==> src/rtl/loop_fetch_ctrl.sv <==
// Next-PC selection from a loop predictor gated by a small BTB, with a FIFO of in-flight predictions checked at retire.
// next_pc is combinational from pc; flush pulses one cycle after a retire-time mismatch is seen.
// fetch_ready drops while the tracking FIFO is full (unless a retire frees a slot that cycle) and during flush.
module loop_fetch_ctrl #(
    parameter int ADDR_WIDTH  = 32,
    parameter int BTB_ENTRIES = 8,
    parameter int TRK_DEPTH   = 4
) (
    input  logic                  cpu_clk,
    input  logic                  cpu_rst,
    input  logic [ADDR_WIDTH-1:0] pc,
    input  logic                  fetch_valid,
    input  logic                  is_loop,
    input  logic                  loop_predict_taken,
    input  logic                  ex_valid,
    input  logic                  ex_branch,
    input  logic                  ex_taken,
    input  logic [ADDR_WIDTH-1:0] ex_pc,
    input  logic [ADDR_WIDTH-1:0] ex_target,
    output logic                  fetch_ready,
    output logic [ADDR_WIDTH-1:0] next_pc,
    output logic                  flush,
    output logic [15:0]           mispredict_cnt,
    output logic                  trk_err
);
    localparam int IDX_W = $clog2(BTB_ENTRIES);
    localparam int TAG_W = ADDR_WIDTH - IDX_W - 2;
    localparam int PTR_W = $clog2(TRK_DEPTH);
    localparam int CNT_W = PTR_W + 1;

    typedef struct packed {
        logic [ADDR_WIDTH-1:0] pc;
        logic                  pred;
        logic [ADDR_WIDTH-1:0] npc;
    } trk_ent_t;

    logic [BTB_ENTRIES-1:0] btb_vld;
    logic [TAG_W-1:0]       btb_tag [BTB_ENTRIES];
    logic [ADDR_WIDTH-1:0]  btb_tgt [BTB_ENTRIES];

    trk_ent_t               trk_mem [TRK_DEPTH];
    logic [PTR_W-1:0]       wr_ptr;
    logic [PTR_W-1:0]       rd_ptr;
    logic [CNT_W-1:0]       trk_cnt;
    logic [ADDR_WIDTH-1:0]  redirect_pc;

    logic [IDX_W-1:0]       fetch_idx;
    logic [IDX_W-1:0]       ex_idx;
    logic [TAG_W-1:0]       fetch_tag;
    logic [TAG_W-1:0]       ex_tag;
    logic [ADDR_WIDTH-1:0]  pc_inc;
    logic                   btb_hit;
    logic                   pred_taken;
    logic                   trk_full;
    logic                   trk_empty;
    logic                   push;
    logic                   pop;
    logic                   miss;
    logic                   btb_we;
    trk_ent_t               head;

    assign fetch_idx = pc[IDX_W+1:2];
    assign fetch_tag = pc[ADDR_WIDTH-1:IDX_W+2];
    assign ex_idx    = ex_pc[IDX_W+1:2];
    assign ex_tag    = ex_pc[ADDR_WIDTH-1:IDX_W+2];

    assign btb_hit    = btb_vld[fetch_idx] & (btb_tag[fetch_idx] == fetch_tag);
    assign pred_taken = is_loop & loop_predict_taken & btb_hit;
    assign pc_inc     = pc + ADDR_WIDTH'(4);
    assign next_pc    = flush ? redirect_pc : (pred_taken ? btb_tgt[fetch_idx] : pc_inc);

    // Retires landing in the flush cycle are wrong-path and never pop.
    assign trk_full    = (trk_cnt == CNT_W'(TRK_DEPTH));
    assign trk_empty   = (trk_cnt == '0);
    assign pop         = ex_valid & ~trk_empty & ~flush;
    assign fetch_ready = ~flush & (~trk_full | pop);
    assign push        = fetch_valid & fetch_ready;
    assign head        = trk_mem[rd_ptr];

    assign miss = pop & (((ex_branch & ex_taken) != head.pred)
                       | (head.pred & ex_taken & (ex_target != head.npc))
                       | (head.pc != ex_pc));
    assign btb_we = pop & ex_branch & ex_taken;

    always_ff @(posedge cpu_clk or posedge cpu_rst) begin
        if (cpu_rst) begin
            btb_vld <= '0;
        end else if (btb_we) begin
            btb_vld[ex_idx] <= 1'b1;
        end
    end

    always_ff @(posedge cpu_clk) begin
        if (btb_we) begin
            btb_tag[ex_idx] <= ex_tag;
            btb_tgt[ex_idx] <= ex_target;
        end
    end

    always_ff @(posedge cpu_clk) begin
        if (push & ~miss) begin
            trk_mem[wr_ptr] <= '{pc: pc, pred: pred_taken, npc: next_pc};
        end
    end

    // A mismatch squashes everything younger, including a push in the same cycle.
    always_ff @(posedge cpu_clk or posedge cpu_rst) begin
        if (cpu_rst) begin
            wr_ptr  <= '0;
            rd_ptr  <= '0;
            trk_cnt <= '0;
        end else if (miss) begin
            wr_ptr  <= '0;
            rd_ptr  <= '0;
            trk_cnt <= '0;
        end else begin
            if (push) wr_ptr <= wr_ptr + PTR_W'(1);
            if (pop)  rd_ptr <= rd_ptr + PTR_W'(1);
            if (push & ~pop)      trk_cnt <= trk_cnt + CNT_W'(1);
            else if (pop & ~push) trk_cnt <= trk_cnt - CNT_W'(1);
        end
    end

    always_ff @(posedge cpu_clk or posedge cpu_rst) begin
        if (cpu_rst) begin
            flush          <= 1'b0;
            redirect_pc    <= '0;
            mispredict_cnt <= '0;
            trk_err        <= 1'b0;
        end else begin
            flush <= miss;
            if (miss) begin
                redirect_pc <= (ex_branch & ex_taken) ? ex_target : ex_pc + ADDR_WIDTH'(4);
                if (mispredict_cnt != 16'hFFFF) mispredict_cnt <= mispredict_cnt + 16'd1;
            end
            if (ex_valid & trk_empty & ~flush) trk_err <= 1'b1;
        end
    end
endmodule

==> config.mk <==
export PLATFORM = sky130hd
export DESIGN_NAME = loop_fetch_ctrl
export DESIGN_NICKNAME = d
export VERILOG_FILES = /design/src/rtl/loop_fetch_ctrl.sv
export SDC_FILE = /design/constraint.sdc
export NUM_CORES = 1
export LEC_CHECK = 0
export ABC_CLOCK_PERIOD_IN_PS = 13450
export CAP_MARGIN = 20
export CORE_MARGIN = 5
export CORE_UTILIZATION = 38
export CTS_CLUSTER_SIZE = 30
export DETAILED_ROUTE_END_ITERATION = 16
export PLACE_DENSITY_LB_ADDON = 0.05
export SYNTH_ARGS = -nofsm -noshare
export SYNTH_HDL_FRONTEND = slang
export SYNTH_SLANG_ARGS = --single-unit
==> constraint.sdc <==
create_clock -name cpu_clk -period 13.45 [get_ports cpu_clk]
set_input_delay 2.0175 -clock cpu_clk [delete_from_list [all_inputs] [get_ports cpu_clk]]
set_output_delay 2.0175 -clock cpu_clk [all_outputs]
set_load 0.03 [all_outputs]
# After elaboration in Yosys (flattened, before gate mapping)
# Memory sizes are Yosys's and may differ from the RTL's.
# Index checks and enable logic that the tools add are counted.
[totals]
reg_bits = 65
ram_bits = 732
inputBits = 104
word_cells = 79
n_memories = 3
[memory_table]
columns = ["name", "words", "word_bits", "rd", "rd_ports_with_merged_regs", "write_ports", "line_no", "rtl"]
rows = [
  ["trk_mem", 4, 65, 1, 0, 1, "41", "trk_ent_t trk_mem [TRK_DEPTH];"],
  ["btb_tgt", 8, 32, 1, 0, 1, "39", "logic [ADDR_WIDTH-1:0] btb_tgt [BTB_ENTRIES];"],
  ["btb_tag", 8, 27, 1, 0, 1, "38", "logic [TAG_W-1:0] btb_tag [BTB_ENTRIES];"],
]
[op_classes]
add_sub_neg = 7
n_lt_le_gt_ge = 3
eq_ne = 6
muxes = 18
bitwise_logic = 28
n_reduce_logical = 6
[ops]
columns = ["op", "n"]
rows = [
  ["$mux 32", 3],
  ["$add 32x3->32 const B", 2],
  ["$ne 32x32->1", 2],
  ["$eq 27x27->1", 1],
  ["$and 1x1->1", 18],
  ["$add 16x1->16 const B", 1],
  ["$ne 16x16->1 const B", 1],
  ["$mux 3", 3],
  ["$lt 3x4->1 const B", 2],
  ["$mux 2", 4],
  ["$or 8x8->8", 1],
  ["$mux 1", 6],
  ["$not 1->1", 6],
  ["$add 2x1->2 const B", 2],
  ["$reduce_bool 2->1", 2],
  ["$add 3x1->3 const B", 1],
  ["$bmux 1 s3", 1],
  ["$demux 1 s3", 1],
  ["$eq 3x3->1 const B", 1],
  ["$ge 3x1->1 const B", 1],
  ["$logic_not 3->1", 1],
  ["$or 1x1->1", 3],
  ["$reduce_bool 3->1", 1],
  ["$sub 3x1->3 const B", 1],
  ["other kinds (3)", 3],
]

# Depth between registers and ports, before layout
[depth]
word_depth = 12
mapped_depth = 15
depth_no_buf = 10

# Worst setup path before layout
# OpenSTA, ideal clock, no wires.
[synth_path]
kind = "input to register"
from = "input port ex_valid"
to = "register btb_vld[0]"
setup_ps = 90
arrival_time_ps = 7335
slack_ps = 6025
stages = 6
path_buffers = 1
path_cell_list = "nor2b_1 nand2b_1 clkbuf_1 or3_1 nor3_1 or2_2"
[synth_via]
elab_chain_cells = 4
[synth_lines]
columns = ["element", "line_no", "rtl"]
rows = [
  ["start: declaration", "15", "input logic ex_valid,"],
  ["$and 1x1->1 (2 in a row)", "75", "assign pop = ex_valid & ~trk_empty & ~flush;"],
  ["$and 1x1->1 (2 in a row)", "83", "assign btb_we = pop & ex_branch & ex_taken;"],
  ["end signal: assignment", "87", "btb_vld <= '0;"],
  ["end signal: indexed assignment", "89", "btb_vld[ex_idx] <= 1'b1;"],
  ["end: declaration", "37", "logic [BTB_ENTRIES-1:0] btb_vld;"],
]
# No other way between the ends.
# A chain may end at the register's enable or synchronous reset.

# Worst setup path after layout
[layout_path]
from = "input port pc[2]"
to = "output port next_pc[20]"
[layout_via]
elab_chain_cells = 6
[layout_lines]
columns = ["element", "line_no", "rtl"]
rows = [
  ["start: declaration", "11", "input logic [ADDR_WIDTH-1:0] pc,"],
  ["$mem_v2 8x27 / $bmux 1 s3 (equally long branches)", "n/a", ""],
  ["$eq 27x27->1 / $mux 1 (equally long branches)", "67", "assign btb_hit = btb_vld[fetch_idx] & (btb_tag[fetch_idx] == fetch_tag);"],
  ["$and 1x1->1", "67", ""],
  ["$and 1x1->1", "68", "assign pred_taken = is_loop & loop_predict_taken & btb_hit;"],
  ["$mux 32 * (2 in a row)", "70", "assign next_pc = flush ? redirect_pc : (pred_taken ? btb_tgt[fetch_idx] : pc_inc);"],
  ["end: declaration", "21", "output logic [ADDR_WIDTH-1:0] next_pc,"],
]
# Every way passes the cells marked *; elsewhere a longest branch is shown, timed or not. The select of a mux whose other input is x is not followed.

==> impl_metrics.toml <==
[run_status]
run_status = "finished, final reports clean"

[final_layout]
drive_gt1_share_pct = 18.8
n_fill_cell = 7531
syn_to_final_growth_pct = 17.9
final_nets = 2153
final_core_util_pct = 44.9
design_area_um2 = 38800

[global_routing]
grt_pass1_wl_um = 141000
grt.total_usage_pct = 21.2
grt_max_degree = 79
grt-ovfl-total = 0
antenna_found_initial = 6
grt_pass1_vias = 18400

[place]
dp_hpwl_um = 61500
portBuffers = 154
placed_cell_area_um2 = 36000
place.gp.congestion = 0.781

[sta]
slew_violations = 0
timing.final.crit_period_ns = 9.71
fin_skew_ns = 0.0212
hold_viol_final = 0
tightest_slew_ns = 1.00
setup_tns_ns = 0
max_freq_mhz = 103
slew-limit-headroom_pct = 33.0
rsz0062_at_grt = "false"
setup_violations = 0
final.period_utilization_pct = 72.2

[critical_path]
critPathLaunchType = "primary input"
max_stage_delay_ns = 0.83
crit_family = "buffers and inverters"
slowest_stage = "clkdlybuf4s50_1"
path_cells = "clkbuf_8, buf_4, mux4_2, mux2i_1, xnor2_1, nor4_1, nand3_1, nor2_4, buf_4, o21ai_0, o21ai_0, clkdlybuf4s50_1"
endpoint_kind = "output port"
crit_path_max_fanout = 67
crit_required_ns = 11.43
path_buf_inv = 4
r2r_slack_ns = 6.92
worstSetupPathType = "primary input to output port"
arrival_ns = 7.69

[synthesis]
synth.largest_area_cell = "edfxtp_1"
ys_types = 52
synth-seq-area-share_pct = 71.7
postSynthAreaPerCell_um2 = 18.0
yosysMostFrequentCell = "edfxtp_1"
ys_async_sr_fraction_pct = 8.16
ys_seq_elements = 797
syn_nets = 1943
synth_area_leaders = "edfxtp_1, mux4_2, dfrtp_1, xnor2_1, mux2i_1"
yosysWarnings = 0
synth-edff-count = 732
netlist_area_um2 = 32900
syn_inst = 1831
synth_common_cells = "edfxtp_1, mux4_2, nand2_1, o21ai_0, xnor2_1"
netlist.area_leader.share_pct = 66.8
synth_ff_type = "edfxtp_1"

[power]
irDropWorstVdd_uv = 102
p_per_area_nw_per_um2 = 164
leakage_nw = 12.5
power.total_mw = 6.37

[detailed_routing]
wl_per_cell_um = 30.4
drt_pass1_iterations = 5
via_per_inst = 5.47
postRouteAntennaNets = 0
drtIter0Drc = 1472
drc_errors = 0
vias = 17900
wirelength_um = 99500

[floorplanning]
die_h_um = 304
core_area_um2 = 86300
row_count = 108
num_io_pins = 155
dieWidth_um = 304
start_util_pct = 38.1
design.die.area_um2 = 92600

[clocking]
clk_latency_ns = 0.64
post_cts_buffers = 0
cts_buffer_depth = 3
numCtsBuffers = 89
cts_hold_buf = 0
cts_root_buf = "clkbuf_16"
htree_levels = 3
cts_tree = "yes"
clk_pin_slew_ns = 0.06
clkSinkCount = 797
post_cts_resized = 0

[min_path]
hold_path.class = "register to register"

[run]
max_cap_viol_count = 0
[registers in the layout, indices dropped and copies added (netlist names)]
name            flops
btb_tgt           256
btb_vld             8
redirect_pc        32
trk_cnt             3
btb_tag           216
trk_mem           260
flush               1
trk_err             1
mispredict_cnt     16
rd_ptr              2
wr_ptr              2
[path summary, 6_finish.rpt]
path                           start              to  cells past startpoint
max                            pc[2]     next_pc[20]                     12
min                          trk_err         trk_err                      1
max reg2reg                rd_ptr[0]  trk_mem[3][63]                     10
min reg2reg                  trk_err         trk_err                      1
max in group asynchronous    cpu_rst       rd_ptr[1]                      3
min in group asynchronous    cpu_rst      btb_vld[3]                      2
[metal layers]
layer  track usage (%)  wire length (um)  up-vias
met4              5.25              2510        2
met1              30.1             44500     9656
li1                  -                 -     7681
met2              34.5             47800      457
met3              3.60              4610      129
met5                 0                13        -
[layout make-up]
type | count | area, um^2 | share of cell area (%)
Timing Repair Buffer | 204 | 1920 | 4.95
Clock inverter | 41 | 254 | 0.654
Multi-Input combinational cell | 933 | 8930 | 23.0
Antenna cell | 2 | 5.00 | 0.0129
Tap cell | 1155 | 1450 | 3.72
Clock buffer | 126 | 2570 | 6.63
Sequential cell | 797 | 23600 | 60.9
Inverter | 16 | 61.3 | 0.158
[per-stage QoR]
stage | hold slack [ns] | setup slack (ns) | instances
after global placement | 0.446 | 3.75 | 3105
after detailed placement | 0.451 | 3.64 | 3105
final | 0.458 | 3.74 | 3274
after CTS | 0.461 | 3.62 | 3272
after floorplan | 0.434 | 6.03 | 1831
after global routing | 0.487 | 3.28 | 3273
[placed cells by master (no fill, tap or decap), types with 23 or more instances in the layout]
| master | n |
|---|---|
| mux4_2 | 175 |
| dfrtp_1 | 62 |
| edfxtp_1 | 732 |
| mux2i_1 | 89 |
| nand4_1 | 25 |
| o21ai_0 | 130 |
| clkbuf_1 | 23 |
| clkbuf_16 | 95 |
| nand2_1 | 160 |
| clkdlybuf4s50_1 | 151 |
| nand3_1 | 39 |
| buf_4 | 51 |
| xor2_1 | 39 |
| xnor2_1 | 109 |
[where the power goes]
part / switching, mW / total (mW) / internal [mW]
Sequential: 0.0796 / 3.05 / 2.98
Combinational: 0.632 / 0.967 / 0.335
Clock: 0.979 / 2.35 / 1.37
[cell families (layout without fill, tap and decap cells)]
family	count (synthesis)	in the layout	share of synthesized area (%)
AOI/OAI and AO/OA	163	163	2.73
other	0	2	0
DFF	797	797	71.7
muxes	271	271	14.9
adders and majority gates	8	8	0.327
buffers and inverters	101	387	1.43
and+or+nand+nor	343	343	4.94
xor gates and xnor gates	148	148	3.94
Note: power is estimated with default switching activity, not from simulation.
